`src/rtl/adc_arbiter_pkg.sv`:
```
// Shared types and round-robin search helper for the ADC stream arbiter.
package adc_arbiter_pkg;

    localparam int MAX_CH = 16;
    localparam int IDX_W  = 4;
    localparam int STAT_W = 16;

    typedef enum logic {
        IDLE,
        BURST
    } arb_state_t;

    typedef struct packed {
        logic             hit;
        logic [IDX_W-1:0] idx;
    } rr_pick_t;

    // First set bit of mask strictly after pointer, wrapping within n entries.
    function automatic rr_pick_t rr_next(
        input logic [MAX_CH-1:0] mask,
        input logic [IDX_W-1:0]  pointer,
        input int                n
    );
        rr_pick_t r;
        int       j;
        r = '0;
        j = 0;
        for (int k = 1; k <= MAX_CH; k++) begin
            if (k <= n) begin
                j = (int'(pointer) + k) % n;
                if (!r.hit && mask[j]) begin
                    r.hit = 1'b1;
                    r.idx = IDX_W'(j);
                end
            end
        end
        return r;
    endfunction

endpackage

```
`src/rtl/adc_stream_arbiter_rr_priority_picker.sv`:
```
// Combinational round-robin search over the eligible channels.
module rr_priority_picker
    import adc_arbiter_pkg::*;
#(
    parameter int N_CHANNELS = 4
) (
    input  logic [N_CHANNELS-1:0]         request,
    input  logic [$clog2(N_CHANNELS)-1:0] pointer,
    output logic                          grant_valid,
    output logic [$clog2(N_CHANNELS)-1:0] grant_idx
);

    localparam int W = $clog2(N_CHANNELS);

    logic [MAX_CH-1:0] mask_ext;
    rr_pick_t          pick;

    always_comb begin
        mask_ext = '0;
        mask_ext[N_CHANNELS-1:0] = request;
        pick = rr_next(mask_ext, IDX_W'(pointer), N_CHANNELS);
        grant_valid = pick.hit;
        grant_idx = W'(pick.idx);
    end

endmodule

```
`src/rtl/adc_stream_arbiter.sv`:
```
// Round-robin burst arbiter feeding one shared AdcProcessing datapath.
// Optional per-channel grant counters under ADC_ARB_STATS_EN.
module adc_stream_arbiter
    import adc_arbiter_pkg::*;
#(
    parameter int N_CHANNELS = 4,
    parameter int DATA_WIDTH = 16,
    parameter int BURST_LEN  = 4,
    parameter int TIMEOUT    = 64
) (
    input  logic                             clock,
    input  logic                             reset,
    input  logic [N_CHANNELS*DATA_WIDTH-1:0] in_data,
    input  logic [N_CHANNELS-1:0]            in_valid,
    output logic [N_CHANNELS-1:0]            in_ready,
    input  logic [N_CHANNELS-1:0]            channel_enable,
    output logic [DATA_WIDTH-1:0]            out_data,
    output logic [$clog2(N_CHANNELS)-1:0]    out_dest,
    output logic                             out_valid,
    input  logic                             out_ready,
    output logic                             burst_abort,
    output logic [$clog2(N_CHANNELS)-1:0]    active_channel
`ifdef ADC_ARB_STATS_EN
    ,
    output logic [N_CHANNELS*STAT_W-1:0]     grant_count
`endif
);

    localparam int W  = $clog2(N_CHANNELS);
    localparam int TW = $clog2(TIMEOUT + 1);

    arb_state_t            state;
    logic [W-1:0]          rr_ptr;
    logic [7:0]            beat_cnt;
    logic [TW-1:0]         idle_cnt;
    logic                  grant_valid;
    logic [W-1:0]          grant_idx;
    logic                  can_issue;
    logic                  act_valid;
    logic                  act_enable;
    logic                  accept;
    logic                  last_beat;
    logic                  timed_out;
    logic [DATA_WIDTH-1:0] act_data;

    rr_priority_picker #(
        .N_CHANNELS(N_CHANNELS)
    ) u_picker (
        .request    (in_valid & channel_enable),
        .pointer    (rr_ptr),
        .grant_valid(grant_valid),
        .grant_idx  (grant_idx)
    );

    // A disabled active channel is never handshaken, so nothing is lost on abort.
    always_comb begin
        can_issue  = !out_valid || out_ready;
        act_valid  = in_valid[active_channel];
        act_enable = channel_enable[active_channel];
        act_data   = in_data[int'(active_channel)*DATA_WIDTH +: DATA_WIDTH];
        in_ready   = '0;
        if (state == BURST && act_enable)
            in_ready[active_channel] = can_issue;
        accept    = (state == BURST) && act_enable && act_valid && can_issue;
        last_beat = beat_cnt == 8'(BURST_LEN - 1);
        timed_out = idle_cnt == TW'(TIMEOUT - 1);
    end

    always_ff @(posedge clock) begin
        if (reset) begin
            state          <= IDLE;
            rr_ptr         <= W'(N_CHANNELS - 1);
            active_channel <= '0;
            beat_cnt       <= '0;
            idle_cnt       <= '0;
            out_valid      <= 1'b0;
            out_data       <= '0;
            out_dest       <= '0;
            burst_abort    <= 1'b0;
        end else begin
            burst_abort <= 1'b0;
            if (accept) begin
                out_data  <= act_data;
                out_dest  <= active_channel;
                out_valid <= 1'b1;
            end else if (out_ready) begin
                out_valid <= 1'b0;
            end
            unique case (state)
                IDLE: begin
                    if (grant_valid) begin
                        active_channel <= grant_idx;
                        beat_cnt       <= '0;
                        idle_cnt       <= '0;
                        state          <= BURST;
                    end
                end
                BURST: begin
                    if (!act_enable) begin
                        burst_abort <= 1'b1;
                        rr_ptr      <= active_channel;
                        state       <= IDLE;
                    end else if (accept) begin
                        beat_cnt <= beat_cnt + 8'd1;
                        idle_cnt <= '0;
                        if (last_beat) begin
                            rr_ptr <= active_channel;
                            state  <= IDLE;
                        end
                    end else if (!act_valid && can_issue) begin
                        // Starved, not stalled by the sink: count toward timeout.
                        if (timed_out) begin
                            burst_abort <= 1'b1;
                            rr_ptr      <= active_channel;
                            state       <= IDLE;
                        end else begin
                            idle_cnt <= idle_cnt + TW'(1);
                        end
                    end
                end
            endcase
        end
    end

`ifdef ADC_ARB_STATS_EN
    logic [STAT_W-1:0] grants [N_CHANNELS];

    always_ff @(posedge clock) begin
        if (reset) begin
            for (int i = 0; i < N_CHANNELS; i++)
                grants[i] <= '0;
        end else if (accept && last_beat) begin
            grants[active_channel] <= grants[active_channel] + STAT_W'(1);
        end
    end

    always_comb begin
        for (int i = 0; i < N_CHANNELS; i++)
            grant_count[i*STAT_W +: STAT_W] = grants[i];
    end
`endif

endmodule

```
`config.mk`:
```
export PLATFORM = sky130hd
export DESIGN_NAME = adc_stream_arbiter
export DESIGN_NICKNAME = d
export VERILOG_FILES = /design/src/rtl/adc_arbiter_pkg.sv /design/src/rtl/adc_stream_arbiter_rr_priority_picker.sv /design/src/rtl/adc_stream_arbiter.sv
export SDC_FILE = /design/constraint.sdc
export NUM_CORES = 1
export LEC_CHECK = 0
export CAP_MARGIN = 20
export CORE_MARGIN = 1
export CORE_UTILIZATION = 43
export CTS_BUF_LIST = sky130_fd_sc_hd__clkbuf_8
export DETAILED_ROUTE_END_ITERATION = 8
export GPL_TIMING_DRIVEN = 0
export MAX_ROUTING_LAYER = met4
export PLACE_DENSITY_LB_ADDON = 0.3
export SLEW_MARGIN = 20
export SYNTH_ARGS = -nofsm -noshare
export SYNTH_HDL_FRONTEND = slang
export SYNTH_SLANG_ARGS = --single-unit
```
`constraint.sdc`:
```
create_clock -name clock -period 2.35 [get_ports clock]
set_input_delay 0.47 -clock clock [delete_from_list [all_inputs] [get_ports clock]]
set_output_delay 0.47 -clock clock [all_outputs]
set_load 0.005 [all_outputs]
```
Word-level counts from Yosys, hierarchy flattened
Cells that the tools add are included.
Widths: inputs -> output; s select.
{"block": "word_totals", "regBits": 40, "input_bits": 75, "output_inout_bits": 26}
{"block": "classes", "addsub": 6, "n_lt_le_gt_ge": 6, "eq_ne": 10, "n_shift": 1, "muxes": 51, "bitwise_logic": 7, "reduce_logical": 24}
{"cell": "$shiftx 64x7->16", "n": 1}
{"cell": "$mux 7", "n": 5}
{"cell": "$lt 3x6->1 const B", "n": 4}
{"cell": "$mux 8", "n": 3}
{"cell": "$mux 1", "n": 23}
{"cell": "$mux 5", "n": 4}
{"cell": "$pmux 8 s2", "n": 1}
{"cell": "$pmux 7 s2", "n": 1}
{"cell": "$bmux 1 s3", "n": 4}
{"cell": "$mux 2", "n": 5}
{"cell": "$reduce_or 2->1", "n": 5}
{"cell": "$ne 3x1->1 const B", "n": 3}
{"cell": "$add 8x1->8 const B", "n": 1}
{"cell": "$and 4x4->4", "n": 2}
{"cell": "$eq 8x2->1 const B", "n": 1}
{"cell": "$logic_and 1x1->1", "n": 8}
{"cell": "$reduce_and 4->1", "n": 2}
{"cell": "$add 7x1->7 const B", "n": 1}
{"cell": "$eq 7x6->1 const B", "n": 1}
{"cell": "$ne 2x1->1 const B", "n": 3}
{"cell": "$logic_not 1->1", "n": 5}
{"cell": "$add 2x1->2 const B", "n": 2}
{"cell": "$add 2x2->2 const B", "n": 2}
{"cell": "$and 1x1->1 const A", "n": 4}
{"cell": "other kinds (13)", "n": 14}

Longest topological paths before layout
Gate-level depths: netlist of the first run.
{"block": "logic_depth", "word_depth": 18, "mapped_depth": 7}

Modules after synthesis
A second synthesis of the first run with hierarchy kept.
{"block": "hier_totals", "cells_unflattened": 249, "hier_area_um2": 2237.1}
{"module": "adc_stream_arbiter", "n_inst": 1, "cells_per_inst": 235, "area_per_inst_um2": 2145.8}
{"module": "rr_priority_picker", "n_inst": 1, "cells_per_inst": 14, "area_per_inst_um2": 91.3}

Worst setup path after synthesis of the first run
OpenSTA, ideal clock, no wires.
{"block": "synth_timing", "path_type": "register to register", "start": "register active_channel[1]", "end": "register rr_ptr[0]", "setup_time_ps": 122, "arrival_time_ps": 1969, "path_slack_ps": 259, "stages_incl_launch_ff": 7, "period_less_slack_ps": 2091, "path_cell_list": "dfxtp_1 > buf_6 > mux4_2 > o41a_1 > o21ai_2 > a21oi_1 > a311o_1"}
{"block": "synth_via", "elab_chain_cells": 7}
{"element": "start: declaration", "line": "adc_stream_arbiter.sv:22", "text": "output logic [$clog2(N_CHANNELS)-1:0] active_channel"}
{"element": "start signal: assignment", "line": "adc_stream_arbiter.sv:92", "text": "active_channel <= grant_idx;"}
{"element": "$bmux 1 s2", "line": "adc_stream_arbiter.sv:59", "text": "act_enable = channel_enable[active_channel];"}
{"element": "$mux 1 (not written as such)", "line": "adc_stream_arbiter.sv:59"}
{"element": "$logic_and 1x1->1 (3 in a row)", "line": "adc_stream_arbiter.sv:64", "text": "accept = (state == BURST) && act_enable && act_valid && can_issue;"}
{"element": "$ne 3x2->1 (no source line) (tied with other cells)"}
{"element": "$reduce_and 4->1 (no source line) or $mux 2 (tied branches)"}
{"element": "end signal: assignment", "line": "adc_stream_arbiter.sv:72", "text": "rr_ptr <= W'(N_CHANNELS - 1);"}
{"element": "end signal: assignment", "line": "adc_stream_arbiter.sv:101", "text": "rr_ptr <= active_channel;"}
{"element": "end signal: assignment", "line": "adc_stream_arbiter.sv:107", "text": "rr_ptr <= active_channel;"}
{"element": "end: declaration", "line": "adc_stream_arbiter.sv:33", "text": "logic [W-1:0] rr_ptr;"}
Parallel ways exist; a longest one is shown, timed or not. The select of a mux whose other input is x is not followed.
A chain may end at the register's enable or synchronous reset.

Worst setup path after layout of the first run
{"block": "layout_timing", "start": "input port in_valid[1]", "end": "register rr_ptr[1]"}
{"block": "layout_via", "elab_chain_cells": 6}
{"element": "start: declaration", "line": "adc_stream_arbiter.sv:14", "text": "input logic [N_CHANNELS-1:0] in_valid,"}
{"element": "$bmux 1 s2 (*)", "line": "adc_stream_arbiter.sv:58", "text": "act_valid = in_valid[active_channel];"}
{"element": "$mux 1 (not written as such) (*)", "line": "adc_stream_arbiter.sv:58"}
{"element": "$logic_and 1x1->1 or $logic_not 1->1 (tied branches)", "line": "adc_stream_arbiter.sv:64, adc_stream_arbiter.sv:110"}
{"element": "$logic_and 1x1->1 (on tied branches)", "line": "adc_stream_arbiter.sv:64, adc_stream_arbiter.sv:110"}
{"element": "$ne 3x2->1 (no source line) (tied with other cells)"}
{"element": "$reduce_and 4->1 (no source line) or $mux 2 (tied branches)"}
Mark *: on every way between the ends. The rest lies on a longest branch, timed or not. The select of a mux whose other input is x is not followed.

==> results of run 1 <==
cell usage after synthesis (all sizes together), types with 3 or more instances:
| cell | n | area [sq um] |
|---|---|---|
| or3 | 4 | 25.0 |
| a21oi | 34 | 170 |
| nor3 | 4 | 20.0 |
| nor2 | 16 | 60.1 |
| a211oi | 7 | 52.6 |
| mux4 | 18 | 405 |
| xnor2 | 3 | 26.3 |
| nand2 | 52 | 195 |
| dfxtp | 40 | 801 |
| clkbuf | 11 | 41.3 |
| nor3b | 3 | 22.5 |
| nand3 | 15 | 75.1 |
| o21ai | 4 | 23.8 |
| inv | 5 | 18.8 |
| a31oi | 6 | 37.5 |
| buf | 6 | 32.5 |
final timing paths:
kind / end / depth (start not counted)
worst max-delay path: rr_ptr[1]$_SDFFE_PP1P_ / 6
worst min-delay path: out_data[6]$_SDFFE_PP0P_ / 2
worst min register to register: out_data[6]$_SDFFE_PP0P_ / 2
worst max register to register: rr_ptr[1]$_SDFFE_PP1P_ / 6
final cells by class:
type / instances / share of cell area [%]
buffer: 16 / 2.29
clock buffer: 6 / 2.40
clock inverter: 2 / 0.291
inverter: 5 / 0.546
multi-input combinational: 193 / 39.4
sequential: 40 / 23.3
tap: 67 / 2.44
timing repair buffer: 100 / 29.3
flip-flops by register name, summed over array words and instances, names as in the netlist:
signal and cells:
active_channel 2, idle_cnt 7, out_valid 1, rr_ptr 2, out_data 16, out_dest 2
state 1, beat_cnt 8, burst_abort 1
layer usage:
metal	part of all wire (%)	wire length, um
met1	42	2670
met2	51	3220
met3	5.9	372
met4	1.3	84
met5	0	0
per-stage QoR:
step	power, uW	TNS (ns)
finish	1750	0
global route	1850	0
CTS	1750	0
detailed placement	1280	-5.78
global placement	1280	-4.78
floorplan	1040	0
cell usage in the layout (no fill, tap or decap), drive strengths merged, types with 2 or more instances in the layout:
master         count
a311o              2
a21oi             34
nand2b             2
or3                4
nand3b             2
nand4              2
mux4              18
inv                5
dfxtp             40
clkinv             2
dlygate4sd2        3
nand3             15
clkdlybuf4s50     92
nor2              16
nor3b              3
ha                 2
buf                7
a31oi              6
o21ai              4
nor3               4
dlymetal6s2s       4
clkbuf            16
xnor2              3
a211oi             7
nand2             52
report_power, final:
group | internal (uW) | switching (uW)
Sequential | 709 | 19.9
Clock | 234 | 237
Combinational | 312 | 236
Total | 1260 | 492
logic make-up after synthesis:
logic type / after synthesis / share of synthesized area (%)
compound gates: 60 / 16.2
xor+xnor: 4 / 1.57
fa+ha+maj: 2 / 1.12
buf+inv: 22 / 4.14
flops: 40 / 35.8
mux: 20 / 19.1
simple gates: 107 / 22.1
timing repair:
| action | in CTS | in global routing |
|---|---|---|
| setup endpoints to repair | 6 | 23 |
| buffers inserted | 1 | 0 |
| pin swaps | 0 | 2 |
| resized for setup | 9 | 10 |
| hold endpoints to repair | 0 | 0 |
critical path, stage by stage:
cell,delay (ns)
clkdlybuf4s50_1,0.44
mux4_2,0.52
o41a_1,0.48
o21ai_2,0.13
a21oi_1,0.10
a311o_1,0.33
==> key figures, run 1 <==
Status
  – Outcome: finished clean

Yosys
  – Syn_nets: 332
  – Synth cell types: between 40 and 50
  – EDFF count, synth: 0
  – Flops & latches, synth: 40
  – Yosys warns: 0
  – Post-synth ARST share: 0%
  – Dominant synthesized flop cell: dfxtp_1
  – Synth Cell Area: around 2200 sq um
  – Synth Instances: 255
  – Syn_area_per_cell: 8.76 sq um
  – Post-synthesis sequential area ratio: 35.8%

STA
  – Final Hold Vio Count: 0
  – Fmax: 438 MHz
  – Fin crit share: 97.3%
  – Slew HR: a little under half
  – Setup ws final: 0.0646 ns
  – Final min period: 2.29 ns
  – Hold slack final: 0.454 ns
  – Max-slew violations: 0
  – Final setup fails: 0
  – RSZ-0062 raised after global routing: false
  – Fin Clk Skew: 0.00325 ns
  – Worst Max-Slew Pin Slew: 0.800 ns

Critical path
  – Reg2Reg Launch Point: active_channel[1]$_SDFFE_PP0P_
  – Crit path DAT: ~2.5 ns
  – Crit start category: input port
  – Critical path required time: roughly 2.5 ns
  – Crit Path Max Fanout: 4
  – Flop-to-flop setup slack: 0.16 ns
  – Crit path kind: input port to flip-flop
  – Crit. End Element: flip-flop
  – Worst Setup SP: in_valid[1]

Global routing
  – Vias in the first global route: 2,087
  – Wire length of the first global-routing pass: 9890 um
  – GRT met1 Usage: ~32%
  – Total grt overflow: 0
  – GR Layer Usage met3: 5.96%
  – Met2 GRT Util: 38.4%
  – GRT Overall Usage: about a quarter
  – Pin count of the biggest net entering global routing: 13
  – Busiest grt layer: met2
  – Antenna violations before repair: 0

Power
  – Leak Pwr: 0.00121 uW
  – Pwr/cell area: 508 nW/um^2
  – Peak VDD IR: 0.000300 V

Drt
  – DR vias/cell: 5.47
  – 1st-iter DRT viols: 137
  – Final wirelength: 6340 um
  – Drc violations: 0
  – Vias: 2,345
  – Initial DRT Pass Iterations: 4
  – Antenna-violating nets left: 0
  – Wire length per cell: 14.8 um

Clocking
  – CTS Hold Bufs: 0
  – CTS Buf Count: 5
  – Longest Clk Path Bufs: 2
  – Worst skew pair latency: between 0.2 and 0.3 ns
  – CTS root buf: clkbuf_8
  – CTS HTree Levels: 2
  – TritonCTS clock tree: yes
  – Worst-path clk slew: 0.08 ns
  – Sink Count: 40

Finish
  – Total Nets Final: 438
  – Share of cells above drive strength 1: 11.6%
  – Antenna cells: 0
  – Final std cells w/o fill: 429
  – Cell area after layout: roughly 3400 sq um
  – Register area: 801 sq um
  – Fin util: 70.9%
  – Filler cells: 352
  – Area of the multi-input gates: 1350 sq um
  – Syn-to-layout area delta: 53.8%

Floorplanning
  – Initial core utilization: 46.1%
  – Number of primary I/O pins: around 100
  – Die height: 74.1 um
  – Core area: 4850 sq um
  – Row cnt: 25
  – Die width: roughly 74 um
  – Die area: ~5500 sq um

Place
  – HPWL after DPL: 4940 um
  – Placed Instance Area: 3310 sq um
  – Cells after DPL: 421
  – PortBufs: 99
  – GPL Wtd Cong: 0.879
  – Post-place setup slack: -0.420 ns

Hold path
  – Min-delay worst type: flip-flop to flip-flop
  – Hold_sp: out_data[6]$_SDFFE_PP0P_

Flow run
  – Max-Cap Viols: 0
Note: power is estimated with default switching activity, not from simulation.
==> inputs of run 2 (changes only) <==
--- a/config.mk
+++ b/config.mk
@@ -10,10 +10,13 @@
 export CORE_UTILIZATION = 43
 export CTS_BUF_LIST = sky130_fd_sc_hd__clkbuf_8
 export DETAILED_ROUTE_END_ITERATION = 8
+export GPL_ROUTABILITY_DRIVEN = 0
 export GPL_TIMING_DRIVEN = 0
+export HOLD_SLACK_MARGIN = 0.1
 export MAX_ROUTING_LAYER = met4
 export PLACE_DENSITY_LB_ADDON = 0.3
 export SLEW_MARGIN = 20
 export SYNTH_ARGS = -nofsm -noshare
 export SYNTH_HDL_FRONTEND = slang
+export SYNTH_HIERARCHICAL = 1
 export SYNTH_SLANG_ARGS = --single-unit
==> run 2 against run 1 <==
Combinational power decreased by 17%. Die area increased by 0.11%. Worst setup slack improved by 0.039 ns. Sequential power up 0.7%. Non-clock buffer count decreased by 2. Worst hold slack got worse by 0.0012 ns. Clock power up 18%. Routed wire length decreased by 7.6%. Power fell by 0.29%. Global-route usage down 1.4 points. Synthesized area up 0.11%. Synthesized cell count fell by 2.4%.
==> key figures, run 2 <==
Finish
  – Commonest cells after routing, fill and taps aside: clkdlybuf4s50_1, nand2_1, dfxtp_1
  – Commonest non-fill, non-tap cell in the layout: clkdlybuf4s50_1
  – Antenna cells: 0 (unchanged)
  – Share of cells above drive strength 1: 12.1% (+0.48 points)
  – Most flop-heavy register: out_data
  – Total Nets Final: 432 (-1.4%)
  – Fin util: 71.4% (+0.54 points)
  – Syn-to-layout area delta: 54.8%
  – Largest register FFs: 16 (unchanged)
  – Biggest regs: out_data (16), beat_cnt (8), idle_cnt (7)

Critical path
  – Critical path required time: 1.88 ns (-0.65 ns)
  – Crit path kind: input port to primary output
  – Crit start category: input port
  – Crit Path Max Fanout: 5 (+1)
  – Crit path DAT: 1.78 ns (-0.69 ns)
  – Crit. End Element: primary output
  – Flop-to-flop setup slack: 0.12 ns (-0.04 ns)

Clocking
  – Worst-path clk slew: 0.07 ns (about the same)
  – CTS Buf Count: 5 (unchanged)
  – CTS HTree Levels: 2 (unchanged)
  – Sink Count: 40 (unchanged)
  – Worst skew pair latency: 0.30 ns (about the same)
  – Longest Clk Path Bufs: 2 (unchanged)
  – TritonCTS clock tree: yes
  – CTS root buf: clkbuf_8

Yosys
  – Cell taking the most area after synthesis: dfxtp_1
  – Synth Cell Area: 2240 sq um (+0.11%)
  – Post-synthesis sequential area ratio: 35.8% (-0.040 points)
  – Flops & latches, synth: 40 (unchanged)
  – Syn_nets: 326 (-1.8%)
  – Dominant synthesized flop cell: dfxtp_1
  – Yosys warns: 6 (+6)
  – Post-synth ARST share: 0% (unchanged)
  – Syn_area_per_cell: 8.98 sq um (+2.5%)
  – EDFF count, synth: 0 (unchanged)
  – Synth cell types: 41 (-2.4%)
  – Post-synth top cells: nand2_1, dfxtp_1, a21oi_1
  – Most instantiated library cell after synthesis: nand2_1
  – Synth area leaders: dfxtp_1, mux4_2, nand2_1
  – Synth Instances: 249 (-2.4%)
  – Post-synth top area share: 35.8% (-0.040 points)

Floorplanning
  – Die width: 74.1 um (about the same)
  – Die area: 5500 sq um (+0.11%)
  – Die height: 74.1 um (about the same)
  – Core area: 4850 sq um (unchanged)
  – Initial core utilization: 46.1% (+0.052 points)
  – Row cnt: 25 (unchanged)
  – Number of primary I/O pins: 101 (unchanged)

Global routing
  – GRT Overall Usage: 23.3% (-1.4 points)
  – Met2 GRT Util: 40.3% (+1.9 points)
  – Vias in the first global route: 2,152 (+3.1%)
  – Total grt overflow: 0 (unchanged)
  – Wire length of the first global-routing pass: 9380 um (-5.2%)
  – Pin count of the biggest net entering global routing: 17 (+4)
  – GRT met1 Usage: 25.9% (-6.3 points)
  – GR Layer Usage met3: 4.74% (-1.2 points)
  – Busiest grt layer: met2
  – Antenna violations before repair: 0 (unchanged)

STA
  – Worst Max-Slew Pin Slew: 0.549 ns (-0.251 ns)
  – Final min period: 2.25 ns (-0.0387 ns)
  – Max-slew violations: 0 (unchanged)
  – Fmax: 445 MHz (+1.7%)
  – Slew HR: 63.4% (+17 points)
  – Fin crit share: 95.6% (-1.6 points)
  – Fin Clk Skew: 0.00685 ns (+0.00360 ns)
  – Final Hold Vio Count: 0 (unchanged)
  – Final setup fails: 0 (unchanged)
  – Setup total negative slack: 0 ns (unchanged)
  – Hold slack final: 0.453 ns (-0.00115 ns)

Power
  – Leak Pwr: 0.00122 uW (+0.47%)
  – Peak VDD IR: 0.000279 V (-7.0%)
  – Pwr/cell area: 503 nW/um^2 (-1.0%)

Drt
  – DR vias/cell: 5.35 (-2.2%)
  – Initial DRT Pass Iterations: 7 (+3)
  – Final wirelength: 5860 um (-7.6%)
  – Wire length per cell: 13.8 um (-6.3%)
  – Vias: 2,262 (-3.5%)
  – Antenna-violating nets left: 0 (unchanged)
  – Drc violations: 0 (unchanged)
  – 1st-iter DRT viols: 96 (-30%)

Place
  – PortBufs: 100 (+1.0%)
  – HPWL after DPL: 4710 um (-4.7%)

Status
  – Outcome: finished clean

Hold path
  – Min-delay worst type: flip-flop to flip-flop

Flow run
  – Max-Cap Viols: 0 (unchanged)
-- run 2: cell count changes in the layout (fill, tap and decap cells not counted), sizes merged, moves of 3 or more --
cell,previous run,this run
a31oi,6,2
dlymetal6s2s,4,0
nor4,1,4
nand3,15,9
a211oi,7,0
clkdlybuf4s50,92,96
a21oi,34,28
o31ai,0,4
mux2i,1,5
and2,1,5
or3,4,0
nand2b,2,10
-- run 2: kinds of logic after synthesis --
kind of cell | after synthesis | share of synthesized area, %
compound gates | 44 | 12.1
fa+ha+maj | 2 | 1.12
xor+xnor | 6 | 2.35
flops | 40 | 35.8
simple gates | 114 | 24.3
buf+inv | 20 | 3.80
mux | 23 | 20.5
-- run 2: layout make-up --
cell class                      instances  area [sq um]
Buffer                                 12          58.8
Sequential cell                        40           801
Inverter                                5          18.8
Multi-Input combinational cell        189          1380
Fill cell                             357          1390
Clock buffer                            5          68.8
Timing Repair Buffer                  102          1010
Tap cell                               67          83.8
Clock inverter                          3          38.8
-- run 2: what timing repair did --
action | CTS | global route
pin swaps | 0 | 1
hold buffers | 0 | 0
buffers inserted | 0 | 2
endpoints found under the setup margin | 5 | 10
gates resized for setup | 11 | 3
cloned | 0 | 0
-- run 2: metrics by stage --
step                      total power, uW  setup WS [ns]  cells  instance area, sq um
after floorplan                       978          0.403    249                  2240
after global placement               1190         -0.432    416                  3320
after detailed placement             1200         -0.432    416                  3320
after CTS                            1750         0.0371    422                  3440
after global routing                 1820       -0.00415    423                  3460
final                                1740          0.103    423                  3460
-- run 2: path summary, 6_finish.rpt --
path	endpoint	depth (start not counted)	start
max	in_ready[2]	6	out_ready
min	idle_cnt[6]$_SDFFE_PP0P_	2	idle_cnt[6]$_SDFFE_PP0P_
max reg2reg	rr_ptr[0]$_SDFFE_PP1P_	5	active_channel[0]$_SDFFE_PP0P_
min reg2reg	idle_cnt[6]$_SDFFE_PP0P_	2	idle_cnt[6]$_SDFFE_PP0P_
-- run 2: critical path, cell delays in order --
cell             delay (ns)
clkdlybuf4s50_1        0.46
nand2b_4               0.15
and2_4                 0.17
nand2_1                0.09
nor3b_2                0.18
dlygate4sd2_1          0.26
-- run 2: metal layers --
metal	vias to the layer above	routed length (um)
met4	0	120
met1	1066	2220
met2	80	3150
met3	9	361
met5	-	0
li1	1107	-
-- run 2: report_power, final --
| group | switching, uW | internal [uW] | leakage, uW |
|---|---|---|---|
| registers | 26.8 | 707 | 0.000324 |
| logic | 182 | 274 | 0.000833 |
| clock network | 243 | 311 | 0.0000593 |
==> inputs of run 3 (changes only) <==
--- a/config.mk
+++ b/config.mk
@@ -7,8 +7,7 @@
 export LEC_CHECK = 0
 export CAP_MARGIN = 20
 export CORE_MARGIN = 1
-export CORE_UTILIZATION = 43
-export CTS_BUF_LIST = sky130_fd_sc_hd__clkbuf_8
+export CORE_UTILIZATION = 42
 export DETAILED_ROUTE_END_ITERATION = 8
 export GPL_ROUTABILITY_DRIVEN = 0
 export GPL_TIMING_DRIVEN = 0
==> run 3 against run 2 <==
Clock skew decreased by 0.0024 ns. Combinational power about the same. Clock power decreased by 14%. Critical path depth decreased by 1. Cell area decreased by 0.61%. Sequential cell count unchanged. Register-to-register slack about the same.
==> key figures, run 3 (synthesis gave the netlist of run 2 again) <==
Critical path
  – Slowest cell on crit path: mux4_2
  – Largest stage delay, worst path: 0.63 ns (+0.17 ns)
  – Crit Path Max Fanout: 16 (+11)
  – Crit path cell chain: buf_6 > mux4_2 > and4_1 > a221oi_1 > mux2i_1
  – Crit. End Element: flip-flop
  – Crit path DAT: 2.45 ns (+0.67 ns)
  – Crit path kind: flip-flop to flip-flop
  – Critical path required time: 2.57 ns (+0.69 ns)
  – Crit start category: flip-flop

Drt
  – Initial DRT Pass Iterations: 4 (-3)
  – Vias: 2,260 (-0.088%)
  – Drc violations: 0 (unchanged)
  – 1st-iter DRT viols: 113 (+18%)
  – Wire length per cell: 13.5 um (-2.7%)
  – Final wirelength: 5730 um (-2.2%)
  – Antenna-violating nets left: 0 (unchanged)
  – DR vias/cell: 5.32 (-0.56%)

Power
  – Int Pwr: 1220 uW (-5.9%)
  – PnR Total Power: 1670 uW (-4.4%)
  – Leak Pwr: 0.00120 uW (-1.5%)
  – Switching share of power: 27.0% (+1.2 points)
  – Sw Pwr: 450 uW (-0.11%)
  – Clock network fraction of total power: 28.6% (-3.2 points)
  – Share of power burned in registers: 44.1% (+2.0 points)
  – Combinational share of power: 27.4% (+1.3 points)
  – Pwr/cell area: 484 nW/um^2 (-3.8%)
  – Peak VDD IR: 0.000271 V (-3.0%)

STA
  – Setup ws final: 0.120 ns (+0.0166 ns)
  – Final min period: 2.23 ns (-0.0166 ns)
  – Worst Max-Slew Pin Slew: 0.521 ns (-0.0277 ns)
  – Final Hold Vio Count: 0 (unchanged)
  – Fin Clk Skew: 0.00445 ns (-0.00240 ns)
  – Max-slew violations: 0 (unchanged)
  – Fin crit share: 94.9% (-0.71 points)
  – Fmax: 448 MHz (+0.75%)
  – Slew HR: 65.2% (+1.8 points)
  – Setup total negative slack: 0 ns (unchanged)
  – RSZ-0062 raised after global routing: false
  – Final setup fails: 0 (unchanged)

Global routing
  – GRT met1 Usage: 26.3% (+0.45 points)
  – Antenna violations before repair: 0 (unchanged)
  – Wire length of the first global-routing pass: 9280 um (-1.1%)
  – GRT Overall Usage: 22.5% (-0.78 points)
  – Busiest grt layer: met2
  – Pin count of the biggest net entering global routing: 17 (unchanged)
  – Vias in the first global route: 2,182 (+1.4%)
  – GR Layer Usage met3: 6.02% (+1.3 points)
  – Total grt overflow: 0 (unchanged)
  – Met2 GRT Util: 37.6% (-2.7 points)

Floorplanning
  – Number of primary I/O pins: 101 (unchanged)
  – Row cnt: 26 (+4.0%)
  – Die area: 5620 sq um (+2.3%)
  – Die height: 75.0 um (+1.2%)
  – Initial core utilization: 43.8% (-2.3 points)
  – Die width: 75.0 um (+1.2%)
  – Core area: 5110 sq um (+5.3%)

Finish
  – Syn-to-layout area delta: 53.9%
  – Filler cells: 423 (+18%)
  – Total Nets Final: 431 (-0.23%)
  – Largest register FFs: 16 (unchanged)
  – Area of the multi-input gates: 1390 sq um (+0.36%)
  – Register area: 801 sq um (unchanged)
  – Most flop-heavy register: out_data
  – Commonest cells after routing, fill and taps aside: clkdlybuf4s50_1, nand2_1, dfxtp_1
  – Biggest regs: out_data (16), beat_cnt (8), idle_cnt (7)
  – Antenna cells: 0 (unchanged)
  – Commonest non-fill, non-tap cell in the layout: clkdlybuf4s50_1
  – Share of cells above drive strength 1: 12.1% (+0.034 points)
  – Final std cells w/o fill: 425 (+0.47%)

Clocking
  – Longest Clk Path Bufs: 2 (unchanged)
  – CTS HTree Levels: 2 (unchanged)
  – Worst skew pair latency: 0.29 ns (about the same)
  – CTS Hold Bufs: 0 (unchanged)
  – CTS root buf: clkbuf_8
  – TritonCTS clock tree: yes
  – Sink Count: 40 (unchanged)
  – Worst-path clk slew: 0.08 ns (about the same)
  – CTS Buf Count: 5 (unchanged)
  – Post-CTS Setup Repair Bufs: 0 (unchanged)

Hold path
  – Min-delay worst type: flip-flop to flip-flop

Place
  – HPWL after DPL: 4560 um (-3.2%)
  – Cells after DPL: 419 (+0.72%)
  – PortBufs: 100 (unchanged)
  – Post-place setup slack: -0.468 ns (-0.0361 ns)

Status
  – Outcome: finished clean

Flow run
  – Max-Cap Viols: 0 (unchanged)
## run 3: worst max-delay path: cells and delay by family (launching register included)
family	cells	cell delay, ns
buffers and inverters	1	0.22
multiplexers	2	0.87
AND/OR/NAND/NOR	1	0.24
flip-flops	1	0.39
AO/OA/AOI/OAI	1	0.44
## run 3: stage by stage
stage / utilization, % / area (sq um) / hold WS [ns]
after CTS: 67.3 / 3440 / 0.453
final: 67.4 / 3440 / 0.453
after floorplan: - / 2240 / 0.418
after detailed placement: 65.1 / 3330 / 0.443
after global routing: 67.4 / 3440 / 0.475
after global placement: 65.1 / 3330 / 0.432
## run 3: routing by layer
| layer | vias to the layer above | routed length [um] | share of wire (%) |
|---|---|---|---|
| met5 | - | 0 | 0 |
| met4 | 0 | 72 | 1.3 |
| met3 | 6 | 367 | 6.4 |
| met2 | 79 | 3040 | 53 |
| met1 | 1074 | 2250 | 39 |
| li1 | 1101 | - | - |
## run 3: final cells by class
cell class | instances | share of cell area (%)
Multi-Input combinational cell | 189 | 40.3
Clock buffer | 6 | 2.40
Timing Repair Buffer | 100 | 28.8
Tap cell | 70 | 2.54
Sequential cell | 40 | 23.3
Buffer | 13 | 1.82
Clock inverter | 2 | 0.291
Inverter | 5 | 0.545
## run 3: timing repair
item                                    CTS  global route
resized for setup                        13             4
endpoints found under the hold margin     0             0
cloned                                    0             0
pin swaps                                 1             0
endpoints found under the setup margin    5             9
## run 3: final timing paths
kind	depth (start not counted)	endpoint	slack, ns	start
worst max register to register	5	rr_ptr[0]$_SDFFE_PP1P_	0.12	active_channel[0]$_SDFFE_PP0P_
worst min-delay path	2	idle_cnt[6]$_SDFFE_PP0P_	0.45	idle_cnt[6]$_SDFFE_PP0P_
worst min register to register	2	idle_cnt[6]$_SDFFE_PP0P_	0.45	idle_cnt[6]$_SDFFE_PP0P_
worst max-delay path	5	rr_ptr[0]$_SDFFE_PP1P_	0.12	active_channel[0]$_SDFFE_PP0P_
## run 3: power groups by stage
| stage | Sequential (uW) | Combinational (uW) | Clock, uW |
|---|---|---|---|
| global route | 738 | 498 | 518 |
| floorplan | 744 | 234 | 0 |
| global placement | 746 | 445 | 0 |
| finish | 734 | 456 | 476 |
| CTS | 734 | 457 | 483 |
| detailed placement | 747 | 452 | 0 |
